`src/rtl/stream_mux_rr_pkg.sv`:
```
// Shared constants and helpers for the stream_mux_rr funnel.
package stream_mux_rr_pkg;

    // Selection modes driven on the mode input.
    localparam logic MODE_SEL = 1'b0;
    localparam logic MODE_RR  = 1'b1;

    // Channel-index width: clog2(n), never less than one bit.
    function automatic int clog2_min1(input int n);
        int r;
        r = 0;
        while ((1 << r) < n) begin
            r = r + 1;
        end
        return (r < 1) ? 1 : r;
    endfunction

endpackage

```
`src/rtl/stream_mux_rr_arbiter.sv`:
```
// Combinational round-robin arbiter: the first requester at or after ptr,
// wrapping modulo N, wins.
module rr_arbiter
    import stream_mux_rr_pkg::*;
#(
    parameter int N    = 4,
    parameter int SELW = clog2_min1(N)
) (
    input  logic [N-1:0]    req,
    input  logic [SELW-1:0] ptr,
    output logic [SELW-1:0] gnt_idx,
    output logic            gnt_any
);

    logic [N-1:0] req_rot;

    // Map a rotated position back to an absolute channel index (ptr < N, so one subtract suffices).
    function automatic logic [SELW-1:0] wrap_idx(input int s);
        int t;
        t = s;
        if (t >= N) begin
            t = t - N;
        end
        return t[SELW-1:0];
    endfunction

    // Rotate requests so ptr sits at bit 0, then take the lowest set bit.
    always_comb begin
        req_rot = N'({req, req} >> ptr);
        gnt_any = 1'b0;
        gnt_idx = '0;
        for (int i = N - 1; i >= 0; i--) begin
            if (req_rot[i]) begin
                gnt_any = 1'b1;
                gnt_idx = wrap_idx(int'(ptr) + i);
            end
        end
    end

endmodule

```
`src/rtl/stream_mux_rr.sv`:
```
// N-channel valid/ready stream funnel with explicit-select or round-robin
// selection, per-packet channel lock and a single registered output stage.
module stream_mux_rr
    import stream_mux_rr_pkg::*;
#(
    parameter int N    = 4,
    parameter int W    = 8,
    parameter int SELW = clog2_min1(N)
) (
    input  logic            clock,
    input  logic            reset,
    input  logic [N*W-1:0]  in_data,
    input  logic [N-1:0]    in_valid,
    input  logic [N-1:0]    in_last,
    output logic [N-1:0]    in_ready,
    input  logic            mode,
    input  logic [SELW-1:0] sel,
    output logic [W-1:0]    out_data,
    output logic            out_last,
    output logic [SELW-1:0] out_chan,
    output logic            out_valid,
    input  logic            out_ready
);

    logic            out_valid_q, out_valid_d;
    logic [W-1:0]    out_data_q,  out_data_d;
    logic            out_last_q,  out_last_d;
    logic [SELW-1:0] out_chan_q,  out_chan_d;
    logic [SELW-1:0] ptr_q,       ptr_d;
    logic            locked_q,    locked_d;
    logic [SELW-1:0] lock_chan_q, lock_chan_d;

    logic [SELW-1:0] arb_gnt;
    logic            arb_any;
    logic [SELW-1:0] gnt;
    logic            gnt_any;
    logic            can_load;
    logic            sel_valid;
    logic [W-1:0]    sel_data;
    logic            sel_last;
    logic            accept;

    // Round-robin successor of a channel, wrapping N-1 back to 0.
    function automatic logic [SELW-1:0] next_ptr(input logic [SELW-1:0] g);
        if (int'(g) >= N - 1) begin
            return '0;
        end
        return g + 1'b1;
    endfunction

    rr_arbiter #(
        .N    (N),
        .SELW (SELW)
    ) u_arb (
        .req     (in_valid),
        .ptr     (ptr_q),
        .gnt_idx (arb_gnt),
        .gnt_any (arb_any)
    );

    // Grant decision: a held lock overrides both mode and sel.
    always_comb begin
        can_load = !out_valid_q || out_ready;
        gnt      = '0;
        gnt_any  = 1'b0;
        if (locked_q) begin
            gnt     = lock_chan_q;
            gnt_any = 1'b1;
        end else if (mode == MODE_SEL) begin
            gnt     = sel;
            gnt_any = (int'(sel) < N);
        end else begin
            gnt     = arb_gnt;
            gnt_any = arb_any;
        end
    end

    // Steer the granted channel's beat and raise only its ready (held low during reset).
    always_comb begin
        sel_valid = 1'b0;
        sel_data  = '0;
        sel_last  = 1'b0;
        in_ready  = '0;
        for (int i = 0; i < N; i++) begin
            if (gnt_any && (gnt == SELW'(i))) begin
                sel_valid   = in_valid[i];
                sel_data    = in_data[i*W +: W];
                sel_last    = in_last[i];
                in_ready[i] = can_load && !reset;
            end
        end
        accept = sel_valid && can_load && !reset;
    end

    // Next-state for the output register, packet lock and rr pointer.
    always_comb begin
        out_valid_d = out_valid_q;
        out_data_d  = out_data_q;
        out_last_d  = out_last_q;
        out_chan_d  = out_chan_q;
        ptr_d       = ptr_q;
        locked_d    = locked_q;
        lock_chan_d = lock_chan_q;
        if (can_load) begin
            out_valid_d = accept;
            if (accept) begin
                out_data_d = sel_data;
                out_last_d = sel_last;
                out_chan_d = (N == 1) ? '0 : gnt;
            end
        end
        if (accept) begin
            locked_d    = !sel_last;
            lock_chan_d = gnt;
            if (sel_last && (mode == MODE_RR)) begin
                ptr_d = next_ptr(gnt);
            end
        end
    end

    // State registers with synchronous reset; reset also discards a held beat and lock.
    always_ff @(posedge clock) begin
        if (reset) begin
            out_valid_q <= 1'b0;
            out_data_q  <= '0;
            out_last_q  <= 1'b0;
            out_chan_q  <= '0;
            ptr_q       <= '0;
            locked_q    <= 1'b0;
            lock_chan_q <= '0;
        end else begin
            out_valid_q <= out_valid_d;
            out_data_q  <= out_data_d;
            out_last_q  <= out_last_d;
            out_chan_q  <= out_chan_d;
            ptr_q       <= ptr_d;
            locked_q    <= locked_d;
            lock_chan_q <= lock_chan_d;
        end
    end

    assign out_valid = out_valid_q;
    assign out_data  = out_data_q;
    assign out_last  = out_last_q;
    assign out_chan  = out_chan_q;

endmodule

```
`config.mk`:
```
export PLATFORM = sky130hd
export DESIGN_NAME = stream_mux_rr
export DESIGN_NICKNAME = d
export VERILOG_FILES = /design/src/rtl/stream_mux_rr_pkg.sv /design/src/rtl/stream_mux_rr_arbiter.sv /design/src/rtl/stream_mux_rr.sv
export SDC_FILE = /design/constraint.sdc
export NUM_CORES = 1
export LEC_CHECK = 0
export ABC_CLOCK_PERIOD_IN_PS = 5500
export BUFFER_PORTS_ARGS = -buffer_cell sky130_fd_sc_hd__buf_2
export CORE_ASPECT_RATIO = 0.7
export CORE_MARGIN = 10
export CORE_UTILIZATION = 47
export CTS_CLUSTER_DIAMETER = 30
export DETAILED_ROUTE_END_ITERATION = 8
export PLACE_DENSITY_LB_ADDON = 0.05
export REMOVE_ABC_BUFFERS = 1
export SYNTH_ARGS = -nofsm -noshare
export SYNTH_HDL_FRONTEND = slang
export SYNTH_HIERARCHICAL = 1
export SYNTH_SLANG_ARGS = --single-unit
```
`constraint.sdc`:
```
create_clock -name clock -period 5.5 [get_ports clock]
set_input_delay 1.1 -clock clock [delete_from_list [all_inputs] [get_ports clock]]
set_output_delay 1.1 -clock clock [all_outputs]
set_load 0.02 [all_outputs]
```
==> results of run 1 <==
==> report_power, final <==
group	internal, µW	switching [µW]	total (µW)
clock	27.7	47.0	74.7
combinational	81.6	129	210
sequential	149	14.2	163
==> cell families (layout without fill, tap and decap cells) <==
logic type / Yosys count / in the layout / synth area share (%)
compound gates: 57 / 57 / 29.7
simple gates: 51 / 51 / 26.6
buf+inv: 18 / 76 / 7.23
flops: 17 / 17 / 30.3
fa+ha+maj: 4 / 4 / 4.45
mux: 2 / 2 / 1.78
==> path summary, 6_finish.rpt <==
| check | startpoint | slack [ns] | to |
|---|---|---|---|
| max | in_valid[1] | 1.03 | in_ready[2] |
| min | out_chan[0]$_SDFFE_PP0P_ | 0.47 | out_chan[0]$_SDFFE_PP0P_ |
| max reg2reg | ptr_q[0]$_SDFFE_PP0P_ | 2.02 | locked_q$_SDFFE_PP0P_ |
| min reg2reg | out_chan[0]$_SDFFE_PP0P_ | 0.47 | out_chan[0]$_SDFFE_PP0P_ |
==> layout make-up <==
| type | instances | area share, % |
|---|---|---|
| multi-input combinational | 114 | 48.0 |
| sequential | 17 | 23.2 |
| timing repair buffer | 62 | 21.4 |
| tap | 32 | 2.74 |
| inverter | 10 | 2.56 |
| clock buffer | 3 | 1.54 |
| clock inverter | 1 | 0.513 |
==> registers in the layout (all words and copies together), names as in the netlist <==
register and count:
out_data 8, lock_chan_q 2, out_chan 2, ptr_q 2
locked_q 1, out_last 1, out_valid 1
==> routing by layer <==
layer	global-route usage, %	vias up	share of wire (%)
met1	17.0	552	43
met3	6.78	2	12
met4	1.53	0	0.32
met2	23.0	58	45
met5	0	-	0
li1	-	647	-
==> worst reg2reg max path, cell delays in order, from the launching register on <==
cell,delay [ns]
dfxtp_1,0.40
inv_1,0.08
a221o_1,0.30
a21oi_1,0.15
mux2i_1,0.08
o21ai_0,0.50
inv_1,0.16
ha_1,0.46
nor2b_1,0.24
o21ai_1,0.22
and3_2,0.46
nand3_1,0.17
o211a_1,0.15
==> cells in the final DEF, fill, tap and decap left out, types with 6 or more instances in the layout <==
master,n
a21oi_1,35
dfxtp_1,17
o21ai_0,6
nand2_1,13
a221oi_1,8
nor2b_1,11
inv_1,9
nor3_1,8
buf_2,61
==> per-stage QoR <==
stage	cell area, µm²	total power (µW)	util [%]	std cells
finish	1460	448	66.3	239
global route	1460	478	66.3	239
CTS	1460	449	66.3	239
detailed placement	1430	376	65.0	235
global placement	1430	369	65.0	235
floorplan	1080	303	-	141
==> results.toml, run 1 <==
[run_status]
outcome = "finished, final reports clean"

[clocking]
cts_tree = "done"
cts_max_level = 1
cts_repair_resize_count = 0
cts.clk_slew.worst_paths_ns = 0.11
cts_root_buf = "clkbuf_4"
cts.sinks = 17
cts_inserted_buffers = 3
max-clock-path-buffers = 2
cts_hold_buffers = 0
cts_setup_buffers = 0
clock_latency_ns = 0.31

[yosys]
synth_area_leaders = "dfxtp_1 30%, a21oi_1 16%, a221oi_1 6.2%, nor2b_1 6.1%, ha_1 4.4%"
synthTopCellsByCount = "35 x a21oi_1, 17 x dfxtp_1, 13 x nand2_1, 11 x nor2b_1, 9 x inv_1"
seq_area_frac_synth_pct = 30.3
ys_warn_count = 6
yosysMostFrequentCell = "a21oi_1"
synth_area_leader_cell = "dfxtp_1"
synth_top_area_share_pct = 30.3
ys_ff_latch = 17
netlist_instances = 149
async_reset_ff_share_pct = 0
syn-cell-area_um2 = 1120
synth_edf_count = 0
avgSynthCellArea_um2 = 7.55
synth_flop_cell = "dfxtp_1"
ys_types = 31

[timing]
tightest_slew_ns = 0.644
setup_viol = 0
max_freq_mhz = 224
setup_tns_ns = 0
skew_ns = 0.0125
slew_violations = 0
whs_ns = 0.466
finalWorstSetupSlack_ns = 1.03
rsz0062_at_grt = "false"
relSlewSlack_pct = 57.1
hold_viol = 0
finalWorstPathRequiredPeriod_ns = 4.47
min_period_over_period_pct = 81.2

[final_layout]
diodes = 0
seqCellArea_um2 = 340
multiInputGateArea_um2 = 703
nNetsFinal = 258
fillers = 208
area_growth_pct = 30.1
drive_gt1_share_pct = 35.7

[floorplan]
die_w_um = 78.5
core_um2 = 2210
io_pins = 62
start_util_pct = 51.0
rows = 14
die_area_um2 = 4780
fp.dieH_um = 60.9

[place]
routabilityCongestion = 0.815
pre_cts_ws_ns = 1.09
io_buffers = 61
hpwl_mm = 2.96

[global_route]
antenna_found_initial = 0
track_usage_pct = 14.0
grt_max_degree = 24
gr-total-overflow = 0
grt_pass1_wl_mm = 5.58
grt_pass1_vias = 1228

[detailed_routing]
drt_wl_total_mm = 3.69
antenna_left = 0
via_count = 1259
vias_per_cell = 5.27
drt-wirelength-per-cell_um = 15.5
drt-initial-drc-count = 61
drc = 0
dr.pass1.iters = 4

[setup_path]
cp.depth = 10
critPathLaunchType = "input pin"
cpMaxStageDelayCell = "o21ai_0"
cp_top_family = "compound AO/OA/AOI/OAI gates"
worstRegToRegCells = 12
end_kind = "output pin"
path_buf_inv = 4
crit_required_ns = 4.40
crit_path_max_incr_delay_ns = 0.50
worstPathArrival_ns = 3.37
critPathKind = "input pin to output pin"
critPathMaxFanout = 21
path_cells = "buf_2, inv_1, a221o_1, a21oi_1, mux2i_1, o21ai_0, inv_1, ha_1, and2_2, buf_2"

[power_and_ir_drop]
leakagePower_uw = 0.000684
power_density_nw_per_um2 = 306
vdd_drop_max_mv = 0.198

[flow_run]
drv_cap = 0

[worst_hold_path]
min_path_cells = 2
hp-class = "flop to flop"
No activity file was read; power rests on OpenSTA's default activity.
==> run 2, diff against run 1 <==
Settings changed: ABC_CLOCK_PERIOD_IN_PS 5500 to 3800, CORE_UTILIZATION 47 to 40.
Clock period 5.5 ns to 3.8 ns, I/O delays scaled along.
==> results.toml, run 2 (same netlist as run 1, synthesis figures left out) <==
[timing]
tightest_slew_ns = 0.520
min_period_over_period_pct = 93.1
setup_viol = 0
slew_violations = 0
hold_viol = 0
relSlewSlack_pct = 65.0
setup_tns_ns = 0
rsz0062_at_grt = "false"
max_freq_mhz = 283
skew_ns = 0.000977
finalWorstPathRequiredPeriod_ns = 3.54

[flow_run]
drv_cap = 0

[global_route]
use_met3_pct = 4.56
grt_pass1_vias = 1281
antenna_found_initial = 0
busiest_layer = "met2"
use_met1_pct = 17.8
track_usage_pct = 14.1
grtUsageMet2_pct = 23.3
grt_max_degree = 21
gr-total-overflow = 0
grt_pass1_wl_mm = 6.45

[setup_path]
timing.critical_path.mode_cell = "buf_2"
worstPathArrival_ns = 2.78
worstRegToRegCells = 11
critPathMaxFanout = 11
r2r-end = "locked_q$_SDFFE_PP0P_"
r2r_slack_ns = 0.63
cpMaxStageDelayCell = "ha_1"
path_cells = "buf_2, inv_1, a221o_1, a21oi_1, mux2i_1, o21ai_0, ha_1, and2_2, buf_2"
timing.rr.start = "ptr_q[0]$_SDFFE_PP0P_"
crit_required_ns = 3.04
critPathKind = "input pin to output pin"
critPathLaunchType = "input pin"
crit_path_max_incr_delay_ns = 0.48
end_kind = "output pin"

[clocking]
cts_tree = "done"
cts_max_level = 1
max-clock-path-buffers = 2
cts_inserted_buffers = 3
clock_latency_ns = 0.25
cts.clk_slew.worst_paths_ns = 0.07
cts_hold_buffers = 0
cts.sinks = 17
cts_root_buf = "clkbuf_8"
cts_setup_buffers = 0
cts_repair_resize_count = 0

[detailed_routing]
via_count = 1302
drc = 0
drt-wirelength-per-cell_um = 16.2
vias_per_cell = 5.36
antenna_left = 0
drt_wl_total_mm = 3.95
dr.pass1.iters = 4
drt-initial-drc-count = 42

[floorplan]
fp.dieH_um = 64.4
rows = 15
core_um2 = 2570
io_pins = 62
die_area_um2 = 5370
start_util_pct = 43.7
die_w_um = 83.4

[run_status]
outcome = "finished, final reports clean"

[power_and_ir_drop]
p_clk_share_pct = 20.6
swShare_pct = 40.6
cell_internal_pwr_uw = 411
leakagePower_uw = 0.000702
seqPwrFrac_pct = 34.1
power_uw = 692
p_switching_uw = 281
vdd_drop_max_mv = 0.225
power_density_nw_per_um2 = 462
power_frac_comb_pct = 45.3

[final_layout]
area_growth_pct = 33.4
seqCellArea_um2 = 340
finalNonFillerCells = 243
fin_util_pct = 58.3
multiInputGateArea_um2 = 703
diodes = 0
nNetsFinal = 260
largest_reg_flops = 8
final_cell_mix = "61 x buf_2, 35 x a21oi_1, 17 x dfxtp_1, 13 x nand2_1, 11 x nor2b_1"
fillers = 256
final_common_cell = "buf_2"
drive_gt1_share_pct = 36.4

[place]
routabilityCongestion = 0.824
place_inst = 239
hpwl_mm = 3.25
io_buffers = 61

[worst_hold_path]
whs_endpoint = "out_chan[0]$_SDFFE_PP0P_"
hp-class = "flop to flop"
hp-start = "out_chan[0]$_SDFFE_PP0P_"
min_path_cells = 2
run 2: cell count changes in the layout (fill, tap and decap cells not counted), sizes merged:
cell and change:
buf +2
run 2: metal layers:
metal | part of all wire [%] | vias to the layer above | wire length, µm
met5 | 0 | - | 0
met4 | 0.33 | 0 | 13
met3 | 5.1 | 2 | 203
met2 | 48 | 35 | 1880
met1 | 47 | 603 | 1850
li1 | - | 662 | -
run 2: final cells by class:
class / instances / share of cell area, %
Multi-Input combinational cell: 114 / 46.9
Tap cell: 34 / 2.84
Sequential cell: 17 / 22.7
Clock buffer: 3 / 2.75
Timing Repair Buffer: 64 / 21.9
Inverter: 10 / 2.50
Clock inverter: 1 / 0.500
run 2: metrics by stage:
stage                     hold slack [ns]  worst slack [ns]  instance area, µm²
after detailed placement            0.451             0.134                1450
after global routing                0.484            0.0890                1500
after floorplan                     0.431             0.517                1080
after CTS                           0.461             0.261                1500
final                               0.462             0.263                1500
after global placement              0.440             0.324                1450
run 2: worst max-delay path: cells and delay by family:
kind	cells	cell delay, ns
AO/OA/AOI/OAI	3	0.90
adder cells (fa/ha/maj)	1	0.48
buffers and inverters	3	0.32
multiplexers	1	0.10
AND/OR/NAND/NOR	1	0.21
run 2: power groups by stage:
stage / Sequential [µW] / Clock [µW] / Combinational, µW
final: 236 / 143 / 313
after global routing: 241 / 154 / 347
after CTS: 236 / 146 / 317
after detailed placement: 240 / 0 / 315
after global placement: 239 / 0 / 304
after floorplan: 277 / 0 / 162
run 2: how the worst max path moves through the flow:
stage	startpoint	endpoint	slack [ns]
floorplan	in_valid[1]	in_ready[3]	0.52
global placement	in_valid[1]	ptr_q[0]$_SDFFE_PP0P_	0.32
detailed placement	in_valid[1]	locked_q$_SDFFE_PP0P_	0.13
CTS	in_valid[1]	in_ready[1]	0.26
global route	in_valid[1]	in_ready[1]	0.09
finish	in_valid[1]	in_ready[1]	0.26
==> run 3, diff against run 2 <==
Settings changed: MAX_ROUTING_LAYER from default to met4.
==> results.toml, run 3 (same netlist as run 1, synthesis figures left out) <==
[power_and_ir_drop]
vdd_drop_max_mv = 0.225
power_uw = 693
leakagePower_uw = 0.000702
power_density_nw_per_um2 = 462

[place]
hpwl_mm = 3.25
routabilityCongestion = 0.836
io_buffers = 61
dpl_cell_area_um2 = 1450
place_inst = 239

[timing]
hold_viol = 0
skew_ns = 0.000889
setup_viol = 0
max_freq_mhz = 283
finalWorstPathRequiredPeriod_ns = 3.54
rsz0062_at_grt = "false"
setup_tns_ns = 0
relSlewSlack_pct = 65.0
slew_violations = 0
tightest_slew_ns = 0.520
min_period_over_period_pct = 93.1

[global_route]
gr-total-overflow = 0
track_usage_pct = 14.5
grt_pass1_vias = 1282
grt_pass1_wl_mm = 6.44
grt_max_degree = 21
antenna_found_initial = 0

[flow_run]
drv_cap = 0

[clocking]
cts.clk_slew.worst_paths_ns = 0.07
cts_tree = "done"
cts_max_level = 1
cts_setup_buffers = 0
cts_repair_resize_count = 0
cts_root_buf = "clkbuf_8"
cts_hold_buffers = 0
cts.sinks = 17
max-clock-path-buffers = 2
cts_inserted_buffers = 3
clock_latency_ns = 0.25

[detailed_routing]
drc = 0
drt_wl_total_mm = 3.95
drt-wirelength-per-cell_um = 16.3
dr.pass1.iters = 4
vias_per_cell = 5.38
via_count = 1307
drt-initial-drc-count = 40
antenna_left = 0

[final_layout]
fillers = 256
nNetsFinal = 260
largest_reg_flops = 8
area_growth_pct = 33.4
final_cell_mix = "61 x buf_2, 35 x a21oi_1, 17 x dfxtp_1, 13 x nand2_1, 11 x nor2b_1"
finalNonFillerCells = 243
final_area_um2 = 1500
drive_gt1_share_pct = 36.4
diodes = 0
final_common_cell = "buf_2"

[setup_path]
crit_required_ns = 3.04
end_kind = "output pin"
critPathKind = "input pin to output pin"
worstPathArrival_ns = 2.78
critPathLaunchType = "input pin"
critPathMaxFanout = 11

[floorplan]
rows = 15
start_util_pct = 43.7
fp.dieH_um = 64.4
die_w_um = 83.4
io_pins = 62
die_area_um2 = 5370
core_um2 = 2570

[run_status]
outcome = "finished, final reports clean"

[worst_hold_path]
hp-class = "flop to flop"
## run 3: cell counts in the layout (fill, tap and decap cells not counted)
Identical to the previous run, type by type.
## run 3: metrics by stage
| stage | hold slack, ns | util (%) | setup slack, ns |
|---|---|---|---|
| after detailed placement | 0.451 | 56.4 | 0.134 |
| final | 0.462 | 58.3 | 0.263 |
| after global routing | 0.484 | 58.3 | 0.0890 |
| after CTS | 0.461 | 58.3 | 0.261 |
| after global placement | 0.440 | 56.4 | 0.324 |
| after floorplan | 0.431 | - | 0.517 |
## run 3: where the power goes
group          switching [µW]  internal [µW]
clock                    69.1           73.8
sequential               21.0            215
combinational             191            122
## run 3: path summary, 6_finish.rpt
kind	startpoint	to	slack, ns	cells after the start
worst min-delay path	out_chan[0]$_SDFFE_PP0P_	out_chan[0]$_SDFFE_PP0P_	0.46	2
worst max register to register	ptr_q[0]$_SDFFE_PP0P_	locked_q$_SDFFE_PP0P_	0.63	11
worst max-delay path	in_valid[1]	in_ready[1]	0.26	9
worst min register to register	out_chan[0]$_SDFFE_PP0P_	out_chan[0]$_SDFFE_PP0P_	0.46	2
## run 3: worst max-delay path: stages
cell and delay (ns):
buf_2 0.11, inv_1 0.05, a221o_1 0.31, a21oi_1 0.15, mux2i_1 0.10, o21ai_0 0.44, ha_1 0.48, and2_2 0.21
buf_2 0.16
## run 3: per-layer routing
metal / routed length, µm / vias up / GRT usage, % / part of all wire (%)
li1: - / 662 / - / -
met1: 1890 / 606 / 18.1 / 48
met2: 1890 / 37 / 23.3 / 48
met3: 170 / 2 / 3.92 / 4.3
met4: 8 / 0 / 1.91 / 0.20
met5: 0 / - / - / 0
## run 3: layout make-up
class / count / area (µm²) / share of cell area, %
multi-input combinational: 114 / 703 / 46.9
sequential: 17 / 340 / 22.7
timing repair buffer: 64 / 328 / 21.9
tap: 34 / 42.5 / 2.84
clock buffer: 3 / 41.3 / 2.75
inverter: 10 / 37.5 / 2.50
clock inverter: 1 / 7.51 / 0.500
